### config.mk
export PLATFORM = sky130hd
export DESIGN_NAME = uart_tx_serializer
export DESIGN_NICKNAME = d
export VERILOG_FILES = /design/src/rtl/uart_tx_serializer.sv
export SDC_FILE = /design/constraint.sdc
export NUM_CORES = 1
export LEC_CHECK = 0
export ABC_AREA = 0
export CORE_MARGIN = 10
export CORE_UTILIZATION = 50
export CTS_BUF_LIST = sky130_fd_sc_hd__clkbuf_4 sky130_fd_sc_hd__clkbuf_8
export DETAILED_ROUTE_END_ITERATION = 16
export PLACE_DENSITY = 0.84
export SLEW_MARGIN = 20
export SYNTH_ARGS = -nofsm -noshare
export SYNTH_HDL_FRONTEND = slang
export SYNTH_SLANG_ARGS = --single-unit
### constraint.sdc
create_clock -name clk -period 4.66 [get_ports clk]
set_clock_uncertainty 0.05 [all_clocks]
set_input_delay 0.932 -clock clk [delete_from_list [all_inputs] [get_ports clk]]
set_output_delay 0.932 -clock clk [all_outputs]
set_load 0.01 [all_outputs]
### src/rtl/uart_tx_serializer.sv
// UART transmit serializer: start bit, LSB-first data, optional parity, 1-2 stop bits.
// The baud_clk input is edge-detected in the clk domain and is never used as a clock.
module uart_tx_serializer #(
  parameter int unsigned DATA_BITS  = 8,
  parameter int unsigned PARITY_EN  = 0,
  parameter int unsigned PARITY_ODD = 0,
  parameter int unsigned STOP_BITS  = 1
) (
  input  logic                 clk,
  input  logic                 reset,
  input  logic                 baud_clk,
  input  logic [DATA_BITS-1:0] tx_data,
  input  logic                 tx_valid,
  output logic                 tx_ready,
  output logic                 tx,
  output logic                 tx_done
);

  localparam int unsigned CNT_W = 3;
  localparam logic [CNT_W-1:0] LAST_DATA = CNT_W'(DATA_BITS - 1);
  localparam logic [CNT_W-1:0] LAST_STOP = CNT_W'(STOP_BITS - 1);
  localparam logic             ODD       = 1'(PARITY_ODD);

  typedef enum logic [2:0] {
    IDLE   = 3'd0,
    ARM    = 3'd1,
    START  = 3'd2,
    DATA   = 3'd3,
    PARITY = 3'd4,
    STOP   = 3'd5
  } state_e;

  state_e               state_q, state_d;
  logic                 baud_prev_q, baud_prev_d;
  logic [DATA_BITS-1:0] shift_q, shift_d;
  logic [CNT_W-1:0]     cnt_q, cnt_d;
  logic                 parity_q, parity_d;
  logic                 tx_q, tx_d;
  logic                 tx_ready_q, tx_ready_d;
  logic                 tx_done_q, tx_done_d;
  logic                 tick_c;

  // One-cycle strobe on each rising edge of the baud level
  assign tick_c = baud_clk & ~baud_prev_q;

  always_comb begin
    state_d     = state_q;
    baud_prev_d = baud_clk;
    shift_d     = shift_q;
    cnt_d       = cnt_q;
    parity_d    = parity_q;
    tx_d        = tx_q;
    tx_ready_d  = tx_ready_q;
    tx_done_d   = 1'b0;

    case (state_q)
      IDLE: begin
        tx_d       = 1'b1;
        tx_ready_d = 1'b1;
        // Parity is latched from the captured byte so later tx_data changes cannot leak in
        if (tx_valid && tx_ready_q) begin
          shift_d    = tx_data;
          parity_d   = (^tx_data) ^ ODD;
          tx_ready_d = 1'b0;
          state_d    = ARM;
        end
      end
      ARM: begin
        if (tick_c) begin
          tx_d    = 1'b0;
          state_d = START;
        end
      end
      START: begin
        if (tick_c) begin
          tx_d    = shift_q[0];
          shift_d = shift_q >> 1;
          cnt_d   = '0;
          state_d = DATA;
        end
      end
      DATA: begin
        if (tick_c) begin
          if (cnt_q < LAST_DATA) begin
            cnt_d   = cnt_q + CNT_W'(1);
            tx_d    = shift_q[0];
            shift_d = shift_q >> 1;
          end else if (PARITY_EN != 0) begin
            tx_d    = parity_q;
            state_d = PARITY;
          end else begin
            tx_d    = 1'b1;
            cnt_d   = '0;
            state_d = STOP;
          end
        end
      end
      PARITY: begin
        if (tick_c) begin
          tx_d    = 1'b1;
          cnt_d   = '0;
          state_d = STOP;
        end
      end
      STOP: begin
        // cnt_q counts elapsed stop bits; tx_ready returns one cycle after tx_done
        if (tick_c) begin
          if (cnt_q == LAST_STOP) begin
            tx_done_d = 1'b1;
            state_d   = IDLE;
          end else begin
            cnt_d = cnt_q + CNT_W'(1);
          end
        end
      end
      default: begin
        tx_d    = 1'b1;
        state_d = IDLE;
      end
    endcase
  end

  always_ff @(posedge clk) begin
    if (reset) begin
      state_q     <= IDLE;
      baud_prev_q <= 1'b0;
      shift_q     <= '0;
      cnt_q       <= '0;
      parity_q    <= 1'b0;
      tx_q        <= 1'b1;
      tx_ready_q  <= 1'b1;
      tx_done_q   <= 1'b0;
    end else begin
      state_q     <= state_d;
      baud_prev_q <= baud_prev_d;
      shift_q     <= shift_d;
      cnt_q       <= cnt_d;
      parity_q    <= parity_d;
      tx_q        <= tx_d;
      tx_ready_q  <= tx_ready_d;
      tx_done_q   <= tx_done_d;
    end
  end

  assign tx       = tx_q;
  assign tx_ready = tx_ready_q;
  assign tx_done  = tx_done_q;

endmodule

==> results_dict.tcl <==
set metrics [dict create \
    cp-end-kind "flop" \
    yosys.area.top_type "dfxtp_1" \
    fin_tns_setup_ps 0 \
    yosysTopAreaCellShare 0.379 \
    crit_arrival_ps 2670 \
    synth_area_leaders "dfxtp_1 38%, mux2i_1 8.4%, a211oi_1 5.5%" \
    place_hpwl_mm 1.41 \
    yosysSeqAreaShare 0.379 \
    synthTopCellsByCount "18 x dfxtp_1, 9 x nor2_1, 8 x mux2i_1" \
    grt-ovfl-total 0 \
    vias 812 \
    htreeDepth 1 \
    grt_pass1_wl_mm 3.13 \
    routed_wirelength_mm 1.91 \
    clk_latency_ps 300 \
    powerDensity_nw_per_um2 315 \
    final-setup-viol-count 0 \
    finalHoldViolCount 0 \
    io_buffer_count 14 \
    grt_util_all_layers 0.0934 \
    synthCells 104 \
    critPathLaunchType "input pin" \
    synth_edf_count 0 \
    post-cts-setup-buffers 0 \
    max_freq_ghz 0.398 \
    crit_required_ps 4820 \
    numClockSinks 18 \
    fin_nets 132 \
    syn2layout_area_growth_pct 19.4 \
    period_share 0.539 \
    first_pass_iters 5 \
    rsz0062_at_grt "no" \
    crit_type "input pin to flop" \
    ys.flop_type "dfxtp_1" \
    post-route-drc-count 0 \
    period_needed_ps 2510 \
    layout-drive-gt1-share 0.0855 \
    die_y_um 63.6 \
    ys_seq_elements 18 \
    synthArstFlopShare 0 \
    clockRootBuffer "clkbuf_4" \
    fp-row-count 15 \
    synth_fp_nets 118 \
    leakage_nw 0.380 \
    drt_iter0_markers 16 \
    syn_area_um2 950 \
    r2r-end "shift_q[2]" \
    clk_path_buf_depth 2 \
    hold_start "shift_q[0]" \
    cap_violations 0 \
    synth_most_common_cell "dfxtp_1" \
    core-area_um2 1760 \
    cts_made_buffers 3 \
    regToRegStartpoint "state_q[1]" \
    worstRegToRegCells 4 \
    vdd_drop_max_mv 0.179 \
    outcome "complete, no violations" \
    clk_pin_slew_worst_paths_ps 100 \
    via_per_inst 5.72 \
    chipWidth_um 63.6 \
    wl_per_cell_um 13.5 \
    cts_hold_buf 0 \
    antenna_cells 0 \
    reg2reg_slack_ps 2520 \
    initial_core_util 0.538 \
    antenna_found_initial 0 \
    hold_depth 2 \
    hold_slack_ps 454 \
    finalMaxSlewViolations 0 \
    place_congestion 0.813 \
    io_pins 15 \
    dieArea_um2 4040 \
    crit_fanout 14 \
    slew_headroom 0.464 \
    synth.avg_cell_area_um2 9.13 \
    first_global_vias 713 \
    grt_max_degree 17 \
    worstHoldEndpoint "shift_q[0]" \
    yosysUniqueCellTypes 35 \
    worst-slew-pin-transition_ps 804 \
    cts_tree "yes" \
    hold_path_class "flop to flop" \
    yosysWarnings 0 \
    cts_resized 0 \
    postRouteAntennaNets 0 \
]
## worst max-delay path by stage
stage / cells past startpoint / endpoint / from / slack, ps
global route: 5 / shift_q[2] / baud_clk / 2040
finish: 5 / shift_q[2] / baud_clk / 2150
global placement: 5 / shift_q[6] / baud_clk / 1900
detailed placement: 5 / shift_q[3] / baud_clk / 1840
floorplan: 5 / shift_q[4] / baud_clk / 2660
CTS: 5 / shift_q[3] / baud_clk / 2140
## worst max-delay path, stage by stage
cell,delay [ps]
clkdlybuf4s50_1,480
nand2b_1,160
o32ai_2,760
nor2_1,80
a211oi_1,250
## state kept, by name (all words and copies together) (netlist names)
| name | cells |
|---|---|
| baud_prev_q | 1 |
| cnt_q | 3 |
| shift_q | 8 |
| state_q | 3 |
| tx | 1 |
| tx_done | 1 |
| tx_ready | 1 |
## report_power, final
| group | internal (W) | switching (W) |
|---|---|---|
| Combinational | 0.0000384 | 0.0000352 |
| Sequential | 0.000169 | 0.0000166 |
| Clock | 0.0000477 | 0.0000503 |
| Total | 0.000255 | 0.000102 |
## through the flow
stage	setup WS [ps]	utilization	instances	instance area (µm²)	power [W]
3_5_place_dp	1840	0.622	138	1100	0.000262
6_report	2150	0.643	142	1130	0.000357
5_1_grt	2040	0.643	142	1130	0.000376
2_1_floorplan	2660	-	104	950	0.000240
3_3_place_gp	1900	0.622	138	1100	0.000259
4_1_cts	2140	0.643	142	1130	0.000360
## area by class of cell
| cell class | instances | area [µm²] |
|---|---|---|
| inverter | 5 | 18.8 |
| sequential | 18 | 360 |
| fill | 152 | 631 |
| multi-input combinational | 76 | 547 |
| timing repair buffer | 14 | 140 |
| clock buffer | 4 | 36.3 |
| tap | 25 | 31.3 |
## cell families after synthesis
family / after synthesis / synth area share
DFF: 18 / 0.379
and+or+nand+nor: 33 / 0.194
muxes: 9 / 0.0962
xor gates and xnor gates: 1 / 0.00922
AOI/OAI and AO/OA: 31 / 0.250
adders and majority gates: 2 / 0.0263
buffers and inverters: 10 / 0.0448
## cells in the final DEF (no fill, tap or decap), types with 2 or more instances in the layout
cell type / netlist / routed
dfxtp_1: 18 / 18
clkdlybuf4s50_1: 0 / 14
nor2_1: 9 / 9
mux2i_1: 8 / 8
a21oi_1: 7 / 7
a211oi_1: 7 / 7
inv_1: 5 / 5
nor2b_1: 5 / 5
nand3_1: 4 / 4
nor3_1: 4 / 4
o21ai_0: 4 / 4
nand2b_1: 3 / 3
o22ai_1: 3 / 3
clkbuf_4: 0 / 3
nand2_1: 2 / 2
ha_1: 2 / 2
## metal layers
layer | vias to the layer above | wire length, µm | GRT usage
met2 | 21 | 872 | 0.151
met5 | - | 0 | 0
met1 | 373 | 923 | 0.109
met3 | 5 | 79 | 0.0247
li1 | 413 | - | -
met4 | 0 | 38 | 0.0492
Note: power is estimated with default switching activity, not from simulation.
